--- src/rtl/krnl_rtl_trial_a_pkg.sv ---
// Shared types and helpers for the trial-A multi-source stream kernel.
package krnl_rtl_trial_a_pkg;

   typedef enum logic {ST_IDLE, ST_XFER} sched_state_t;

   localparam int LP_PKT_CNT_WIDTH = 32;

   // Index width that never collapses to zero bits, even for a single entry.
   function automatic int clog2_min1(input int n);
      return (n <= 2) ? 1 : $clog2(n);
   endfunction

endpackage

--- src/rtl/krnl_rtl_trial_a_rr_pick.sv ---
// Combinational round-robin picker: first asserted request at or after ptr, wrapping.
module krnl_rtl_trial_a_rr_pick
   import krnl_rtl_trial_a_pkg::*;
#(
   parameter  int N = 4,
   localparam int W = clog2_min1(N)
) (
   input  logic [N-1:0] req,
   input  logic [W-1:0] ptr,
   output logic         any,
   output logic [W-1:0] idx
);

   logic [N-1:0] rot;
   logic [W-1:0] off;
   logic [W:0]   sum;

   // Rotating the doubled request vector puts the ptr position at bit 0.
   assign rot = N'({req, req} >> ptr);
   assign any = |req;

   // NOTE: off gets its default before the loop so no latch is inferred;
   // blocking assignments are the right choice inside combinational logic.
   always_comb begin
      off = '0;
      for (int i = N - 1; i >= 0; i--) begin
         if (rot[i]) off = W'(i);
      end
   end

   assign sum = {1'b0, ptr} + {1'b0, off};
   assign idx = (sum >= (W + 1)'(N)) ? W'(sum - (W + 1)'(N)) : sum[W-1:0];

endmodule

--- src/rtl/krnl_rtl_trial_a_stream_sched.sv ---
// Packet-granular round-robin scheduler sharing one vadd AXIS datapath among C_NUM_SRC streams.
module krnl_rtl_trial_a_stream_sched
   import krnl_rtl_trial_a_pkg::*;
#(
   parameter  int                       C_NUM_SRC     = 4,
   parameter  int                       C_TDATA_WIDTH = 64,
   parameter  int                       C_CONST_WIDTH = 32,
   parameter  logic [C_CONST_WIDTH-1:0] C_CONST_RESET = 'd1,
   localparam int                       LP_IDX_W      = clog2_min1(C_NUM_SRC),
   localparam int                       LP_KEEP_W     = C_TDATA_WIDTH / 8
) (
   input  logic                                    ap_clk,
   input  logic                                    ap_rst_n,
   input  logic [C_NUM_SRC-1:0]                    s_axis_tvalid,
   output logic [C_NUM_SRC-1:0]                    s_axis_tready,
   input  logic [C_NUM_SRC*C_TDATA_WIDTH-1:0]      s_axis_tdata,
   input  logic [C_NUM_SRC*LP_KEEP_W-1:0]          s_axis_tkeep,
   input  logic [C_NUM_SRC-1:0]                    s_axis_tlast,
   output logic                                    m_axis_tvalid,
   input  logic                                    m_axis_tready,
   output logic [C_TDATA_WIDTH-1:0]                m_axis_tdata,
   output logic [LP_KEEP_W-1:0]                    m_axis_tkeep,
   output logic                                    m_axis_tlast,
   output logic [C_CONST_WIDTH-1:0]                ctrl_constant,
   output logic [LP_IDX_W-1:0]                     grant_idx,
   output logic                                    busy,
   input  logic                                    cfg_wr_en,
   input  logic [LP_IDX_W-1:0]                     cfg_wr_idx,
   input  logic [C_CONST_WIDTH-1:0]                cfg_wr_data,
   output logic [C_NUM_SRC*LP_PKT_CNT_WIDTH-1:0]   pkt_count
);

   sched_state_t                                   state_q;
   logic [LP_IDX_W-1:0]                            grant_q;
   logic [LP_IDX_W-1:0]                            rr_ptr_q;
   logic [C_CONST_WIDTH-1:0]                       const_q;
   logic [C_NUM_SRC-1:0][C_CONST_WIDTH-1:0]        table_q;
   logic [C_NUM_SRC-1:0][LP_PKT_CNT_WIDTH-1:0]     pkt_cnt_q;
   logic                                           pick_any;
   logic [LP_IDX_W-1:0]                            pick_idx;
   logic                                           xfer;
   logic                                           last_hs;

   krnl_rtl_trial_a_rr_pick #(.N(C_NUM_SRC)) u_pick (
      .req (s_axis_tvalid),
      .ptr (rr_ptr_q),
      .any (pick_any),
      .idx (pick_idx)
   );

   // Pure pass-through of the granted source while a packet is in flight.
   assign xfer          = (state_q == ST_XFER);
   assign m_axis_tvalid = xfer & s_axis_tvalid[grant_q];
   assign m_axis_tdata  = s_axis_tdata[grant_q*C_TDATA_WIDTH +: C_TDATA_WIDTH];
   assign m_axis_tkeep  = s_axis_tkeep[grant_q*LP_KEEP_W +: LP_KEEP_W];
   assign m_axis_tlast  = s_axis_tlast[grant_q];
   assign s_axis_tready = xfer ? (C_NUM_SRC'(m_axis_tready) << grant_q) : '0;
   assign last_hs       = m_axis_tvalid & m_axis_tready & s_axis_tlast[grant_q];

   assign busy          = xfer;
   assign grant_idx     = grant_q;
   assign ctrl_constant = const_q;
   assign pkt_count     = pkt_cnt_q;

   // NOTE: all state below uses non-blocking assignments so every register
   // samples pre-edge values, e.g. const_q picks up the old table entry.
   always_ff @(posedge ap_clk) begin
      if (!ap_rst_n) begin
         state_q  <= ST_IDLE;
         grant_q  <= '0;
         rr_ptr_q <= '0;
         const_q  <= C_CONST_RESET;
      end else begin
         case (state_q)
            ST_IDLE: begin
               if (pick_any) begin
                  state_q <= ST_XFER;
                  grant_q <= pick_idx;
                  const_q <= table_q[pick_idx];
               end
            end
            ST_XFER: begin
               if (last_hs) begin
                  state_q  <= ST_IDLE;
                  rr_ptr_q <= (grant_q == LP_IDX_W'(C_NUM_SRC - 1)) ? '0 : grant_q + 1'b1;
               end
            end
            default: state_q <= ST_IDLE;
         endcase
      end
   end

   // NOTE: the constant table is a small register array with a defined reset
   // value, so it is reset like any other state rather than left uninitialised.
   always_ff @(posedge ap_clk) begin
      if (!ap_rst_n) begin
         table_q <= {C_NUM_SRC{C_CONST_RESET}};
      end else if (cfg_wr_en && (int'(cfg_wr_idx) < C_NUM_SRC)) begin
         table_q[cfg_wr_idx] <= cfg_wr_data;
      end
   end

   // Completed-packet counters wrap naturally at 2^32.
   always_ff @(posedge ap_clk) begin
      if (!ap_rst_n) begin
         pkt_cnt_q <= '0;
      end else if (last_hs) begin
         pkt_cnt_q[grant_q] <= pkt_cnt_q[grant_q] + 1'b1;
      end
   end

endmodule

--- config.mk ---
export PLATFORM = sky130hd
export DESIGN_NAME = krnl_rtl_trial_a_stream_sched
export DESIGN_NICKNAME = d
export VERILOG_FILES = /design/src/rtl/krnl_rtl_trial_a_pkg.sv /design/src/rtl/krnl_rtl_trial_a_rr_pick.sv /design/src/rtl/krnl_rtl_trial_a_stream_sched.sv
export SDC_FILE = /design/constraint.sdc
export NUM_CORES = 1
export LEC_CHECK = 0
export CORE_AREA = 5 5 223 225
export DETAILED_ROUTE_END_ITERATION = 10
export DIE_AREA = 0 0 228 230
export HOLD_SLACK_MARGIN = 0.12
export MAX_ROUTING_LAYER = met4
export PLACE_DENSITY_LB_ADDON = 0.12
export RECOVER_POWER = 25
export SYNTH_ARGS = -nofsm -noshare
export SYNTH_HDL_FRONTEND = slang
export SYNTH_SLANG_ARGS = --single-unit
export TNS_END_PERCENT = 20
--- constraint.sdc ---
create_clock -name ap_clk -period 5.65 [get_ports ap_clk]
set_clock_uncertainty 0.15 [all_clocks]
set_input_delay 0.565 -clock ap_clk [delete_from_list [all_inputs] [get_ports ap_clk]]
set_output_delay 0.565 -clock ap_clk [all_outputs]
set_load 0.01 [all_outputs]
# == Word-level counts from Yosys, hierarchy flattened ==
# Index checks and enable logic that the tools add are counted.
# classes
n_addsub,4
muxes,24
n_shift,4
mul,0
n_div,0
n_bitwise,4
reduce_logical,5
n_lt_le_gt_ge,6
eq_ne,1
# ops
cell,count
bitwise mux 128 bit,2
indexed part select 256 x 9 -> 64 bit,1
binary-select mux 32 bit (select 2 bit),2
demux 32 bit (select 2 bit),2
two-way mux 32 bit,4
"adder 32 x 1 -> 32 bit, second input constant",1
indexed part select 32 x 6 -> 8 bit,1
two-way mux 2 bit,6
"< comparator 2 x 3 -> 1 bit, second input constant",3
>> shifter 8 x 2 -> 4 bit,1
binary-select mux 1 bit (select 2 bit),2
">= comparator 2 x 1 -> 1 bit, second input constant",2
two-way mux 1 bit,4
two-way mux 4 bit,1
AND reduction 2 bit,2
OR reduction 4 bit,1
left shift 1 x 2 -> 4 bit,1
adder 2 x 2 -> 3 bit,1
AND 1 bit,3
">= comparator 3 bit, second input constant",1
"adder 2 x 1 -> 2 bit, second input constant",1
"equality test 2 bit, second input constant",1
logical AND 1 bit,2
one-hot mux 1 bit (2 select lines),1
2 further kinds,2
# word_totals
memories,0
inputBits,334
regBits,293
rom_bits,0
mem_bits_rw,0
word_cells,60
latch_bits,0

# == Depth between registers and ports, before layout ==
# depth
word_depth,10
depth_mapped,14
ltp_nobuf,10

# == Hierarchy ==
# From an unflattened synthesis, not the netlist that was laid out.
# hier_totals
hier_cells,1568
hier_area_um2,14701.6
# by_module_without_submodules
module,cells_each,n_inst,seq_area_each_um2,area_per_inst_um2
krnl_rtl_trial_a_stream_sched,1541,1,5865.6,14522.7
krnl_rtl_trial_a_rr_pick,27,1,0.0,178.9

# == Worst setup path before layout ==
# OpenSTA, ideal clock, no wires.
# synth_path
path_type,input port to flip-flop
start,input port s_axis_tvalid[2]
end,register const_q[14] (netlist: ctrl_constant[14])
setup_slack_ps,2054
arrival_ps,3329
cell_stages,12
setup_ps,117
path_cell_list,clkbuf_1 or4_1 o2111ai_1 ha_1 clkbuf_1 buf_1 buf_1 mux2i_1 nand2_1 o311ai_0 o21ai_0 a22o_1
# synth_via
elab_chain_cells,10
word_cells_on_any_way,13
classes_between,add/sub: 2; order compare: 1; shift: 1; mux: 7; reduce/logical: 2
# synth_rtl
element,line,rtl
start: declaration,krnl_rtl_trial_a_stream_sched.sv:14,"input logic [C_NUM_SRC-1:0] s_axis_tvalid,"
>> shifter 8 x 2 -> 4 bit,krnl_rtl_trial_a_rr_pick.sv:19,"assign rot = N'({req, req} >> ptr);"
two-way mux 2 bit (4 in series),krnl_rtl_trial_a_rr_pick.sv:27,if (rot[i]) off = W'(i);
adder 2 x 2 -> 3 bit,krnl_rtl_trial_a_rr_pick.sv:31,"assign sum = {1'b0, ptr} + {1'b0, off};"
>= comparator 3 bit / subtractor 2 x 1 -> 2 bit (equally long branches),krnl_rtl_trial_a_rr_pick.sv:32,assign idx = (sum >= (W + 1)'(N)) ? W'(sum - (W + 1)'(N)) : sum[W-1:0];
two-way mux 2 bit,krnl_rtl_trial_a_rr_pick.sv:32,
binary-select mux 32 bit (select 2 bit),krnl_rtl_trial_a_stream_sched.sv:79,const_q <= table_q[pick_idx];
two-way mux 32 bit (implied by the code),krnl_rtl_trial_a_stream_sched.sv:79,
end signal: assignment,krnl_rtl_trial_a_stream_sched.sv:79,
end: declaration,krnl_rtl_trial_a_stream_sched.sv:36,logic [C_CONST_WIDTH-1:0] const_q;
# Several ways; a longest one is shown, not always the timed one. The select of a mux whose other input is x is not followed.
# A chain may end at the register's enable or synchronous reset.

# == Worst setup path after layout ==
# layout_path
start,register grant_q[1] (netlist: grant_idx[1])
end,output port m_axis_tdata[26]
# layout_via
elab_chain_cells,1
# layout_rtl
element,line,rtl
start: declaration,krnl_rtl_trial_a_stream_sched.sv:34,logic [LP_IDX_W-1:0] grant_q;
start signal: assignment,krnl_rtl_trial_a_stream_sched.sv:78,grant_q <= pick_idx;
indexed part select 256 x 9 -> 64 bit,krnl_rtl_trial_a_stream_sched.sv:54,assign m_axis_tdata = s_axis_tdata[grant_q*C_TDATA_WIDTH +: C_TDATA_WIDTH];
end: declaration,krnl_rtl_trial_a_stream_sched.sv:21,"output logic [C_TDATA_WIDTH-1:0] m_axis_tdata,"
# No other way between the ends.

==> key figures <==
Routing
  – Iter 0 DRT Violations: 1040
  – Drt first pass iters: 5
  – Vias post-DR: roughly 15000
  – Vias per inst: 5.53
  – Residual DRC: 0
  – Final antenna-violating net count: 0
  – Final WL: 84500 µm
  – Wire per inst: 30.9 µm

Global route
  – Initial antenna violation count: 32
  – Largest net degree at the start of global routing: 152
  – First-pass GRT wire length: 118000 µm
  – Vias in the first global route: around 15000
  – Gr usage total: 31.6%
  – Gr ovfl total: 0

Placed design
  – IO buf count: 574
  – DP Wirelength: 64900 µm
  – Placed Area: 21000 µm²
  – Placed insts: 2653
  – Placer Congestion: 0.984

Floorplanning
  – Die X-Extent: 228 µm
  – Core Area: between 40000 and 50000 µm²
  – Die area: roughly 52000 µm²
  – Cell row count: 80
  – Die H: 230 µm
  – Initial Util: 31.5%
  – Top Ports: 575

Critical path
  – Crit path arrival time: around 3300 ps
  – Reg2reg setup slack: 2040 ps
  – R2R depth: 8
  – Max Fanout on Critical Path: between 50 and 60
  – Critical Path Sink: m_axis_tdata[26]
  – Worst setup EP type: primary output
  – R2R Path End: pkt_count[28]$_SDFFE_PN0P_
  – Critical Path Source Type: flip-flop
  – CP cell instances: buf_4 > mux4_2 > clkdlybuf4s50_1
  – Crit path launch: grant_idx[1]$_SDFFE_PN0P_
  – Worst Setup Path Type: flip-flop to primary output
  – Max incr delay on CP: between 800 and 900 ps
  – Critical Path RT: slightly below 5000 ps
  – R2R Path Start: grant_idx[0]$_SDFFE_PN0P_
  – Worst path slowest cell: dfxtp_4

Pwr
  – P per Cell Area: 257 nW/µm²
  – Pwr Total: around 5.7 mW
  – P_leak: 8.30 nW
  – Max rail drop VDD: 0.213 mV

CTS
  – CTS tree: built
  – Root buffer cell: clkbuf_16
  – Clk_lat worst skew: 540 ps
  – Clk buf depth: 3
  – Reg clk slew, reported paths: 60 ps
  – Postcts setup bufs: 0
  – Hold_buf cts: 0
  – Post-CTS sizing: 0
  – Htree depth: 2
  – Clock Sinks: 293
  – CTS Buf Count: 35

Cells and area
  – Multi-input gate area: between 8000 and 9000 µm²
  – Register area: 5870 µm²
  – Design Area, Final: ~22000 µm²
  – Area Overhead vs Synth: 48.9%
  – Nets: ~2400
  – Layout cells sized above 1: 9.71%
  – Fin cells: around 2700
  – FILL cells: between 4000 and 5000

Worst hold path
  – Hold Path Stages: 2
  – Hold Crit Class: flip-flop to flip-flop

Timing
  – Max-slew violations: 125
  – Minimum clock period: 4030 ps
  – Max Clk Rate: 248 MHz
  – Final period util: 71.2%
  – Hold Fails Final Rpt: 0
  – RSZ-0062 raised after global routing: no
  – Final setup violation count: 0
  – Worst-Margin Slew: around 2700 ps
  – Hold WS: 314 ps
  – Setup total negative slack: 0 ps
  – Max_slew headroom: -77.6%

Synthesis
  – EDFF count, synth: 0
  – Post-synthesis sequential area ratio: 39.3%
  – Mux cell area share after synthesis: approximately 19%
  – Simple-Gate Fraction of Synth Area: 13.0%
  – Syn nets: 1934
  – Synth Cell Area: 14900 µm²
  – Syn avg cell area: 9.37 µm²
  – Synth cell types: 54
  – Mapped Cells: roughly 1600
  – Synth Area in XOR/XNOR: 1.92%
  – Post-synthesis async set-or-reset flop share: 0%
  – Top FF cell, synth: dfxtp_1
  – Synth area leaders: dfxtp_1, mux4_2, nand2_1
  – Ys Warns: 0
  – Synth Area in Compound Gates: a little over a fifth
  – Adder-cell share of the synthesized area: 0.503%
  – Largest family of logic cells by synthesized area: compound AO/OA/AOI/OAI gates
  – Register bit total from synthesis: 293
  – Synth top area share: 39.3%
  – Synth area leader: dfxtp_1

Job
  – Max-Cap Viols: 4

Run status
  – Failing checks: capacitance limit, slew limit
  – Status: finished, violations left
## worst max-delay path, delay by kind of cell, from the launching register on
kind                   cells  cell delay, ps
muxes                      1             480
DFF                        1             810
buffers and inverters      2            1340
## cell usage in the layout, fill, tap and decap left out, types with 7 or more instances in the layout
| master | Yosys | routed |
|---|---|---|
| o21ai_1 | 11 | 11 |
| mux2_1 | 9 | 9 |
| nand2_1 | 352 | 352 |
| dfxtp_1 | 293 | 291 |
| clkdlybuf4s50_1 | 0 | 465 |
| a22o_1 | 24 | 24 |
| buf_4 | 0 | 17 |
| mux4_2 | 105 | 105 |
| diode_2 | 0 | 22 |
| mux2i_1 | 30 | 30 |
| a21oi_1 | 100 | 100 |
| o21ai_0 | 116 | 116 |
| nor2_1 | 42 | 41 |
| a21boi_0 | 126 | 126 |
| clkbuf_16 | 0 | 36 |
| xor2_1 | 24 | 24 |
| o311ai_0 | 23 | 23 |
| nand4_1 | 10 | 10 |
| o22ai_1 | 48 | 48 |
| nand3_1 | 18 | 18 |
| clkbuf_8 | 0 | 11 |
| clkbuf_1 | 112 | 11 |
| dlygate4sd3_1 | 0 | 108 |
| o211a_1 | 34 | 34 |
| nor2b_1 | 7 | 7 |
## cell families after synthesis
| group | count (synthesis) |
|---|---|
| AO/OA/AOI/OAI | 495 |
| multiplexers | 151 |
| adder cells (fa/ha/maj) | 6 |
| AND/OR/NAND/NOR | 465 |
| buffers and inverters | 153 |
| XOR/XNOR | 31 |
| flip-flops | 293 |
## worst min-delay path by stage
stage,from,end,slack (ps)
finish,table_q[101]$_SDFFE_PN0P_,table_q[101]$_SDFFE_PN0P_,310
global route,table_q[67]$_SDFFE_PN0P_,table_q[67]$_SDFFE_PN0P_,330
CTS,table_q[101]$_SDFFE_PN0P_,table_q[101]$_SDFFE_PN0P_,320
detailed placement,ctrl_constant[0]$_SDFFE_PN1P_,ctrl_constant[0]$_SDFFE_PN1P_,310
global placement,table_q[96]$_SDFFE_PN1P_,table_q[96]$_SDFFE_PN1P_,300
floorplan,table_q[96]$_SDFFE_PN1P_,table_q[96]$_SDFFE_PN1P_,290
## layout make-up
cell class / count / share of cell area, %
tap: 615 / 3.46
clock buffer: 57 / 4.90
inverter: 4 / 0.0675
clock inverter: 7 / 0.349
antenna: 22 / 0.248
timing repair buffer: 593 / 26.5
sequential: 293 / 26.4
multi-input combinational: 1148 / 38.0
## routing by layer
layer	wire (µm)	vias to the layer above	track usage [%]	part of all wire, %
met1	32600	7602	37.6	39
met4	2180	0	6.52	2.6
met2	41900	660	53.9	50
met5	0	-	-	0
met3	7810	94	9.03	9.2
li1	-	6800	-	-
## synthesized netlist by cell type, types with 2 or more instances
master and n:
a21oi_1 100, nor4_1 2, dfxtp_1 293, buf_6 2
o211a_1 34, nand2_1 352, nor3_1 4, buf_1 15
mux4_1 2, or2_2 2, and2_1 8, o21ai_1 11
o21ai_0 116, and4_1 2, xor2_1 24, ha_1 6
nand4_2 3, clkbuf_1 112, a21boi_0 126, mux4_2 105
or4_1 2, buf_2 19, nor3b_1 3, nand4_1 10
inv_1 4, o311ai_0 23, nor2_1 42, o211ai_1 5
xnor2_1 5, mux2_2 5, a22o_1 24, mux2_1 9
mux2i_1 30, nand3_1 18, nor2b_1 7, o22ai_1 48
nor3_2 2, and3_1 2, or3b_2 2
## sequential cells by signal (all words and copies together) (netlist names)
name	count
busy	1
table_q	128
ctrl_constant	32
rr_ptr_q	2
grant_idx	2
pkt_count	128
## report_power, final
part	total [mW]	switching (mW)	internal (mW)
combinational	1.22	0.573	0.645
sequential	2.21	0.0754	2.14
clock	2.29	0.922	1.37
total	5.72	1.57	4.15
## through the flow
step | setup WS [ps] | utilization (%)
6_report | 1620 | 47.0
5_1_grt | 1580 | 46.9
4_1_cts | 1660 | 46.9
3_5_place_dp | 1490 | 44.4
3_3_place_gp | 1640 | 44.4
2_1_floorplan | 2050 | -
No activity file was read; power rests on OpenSTA's default activity.
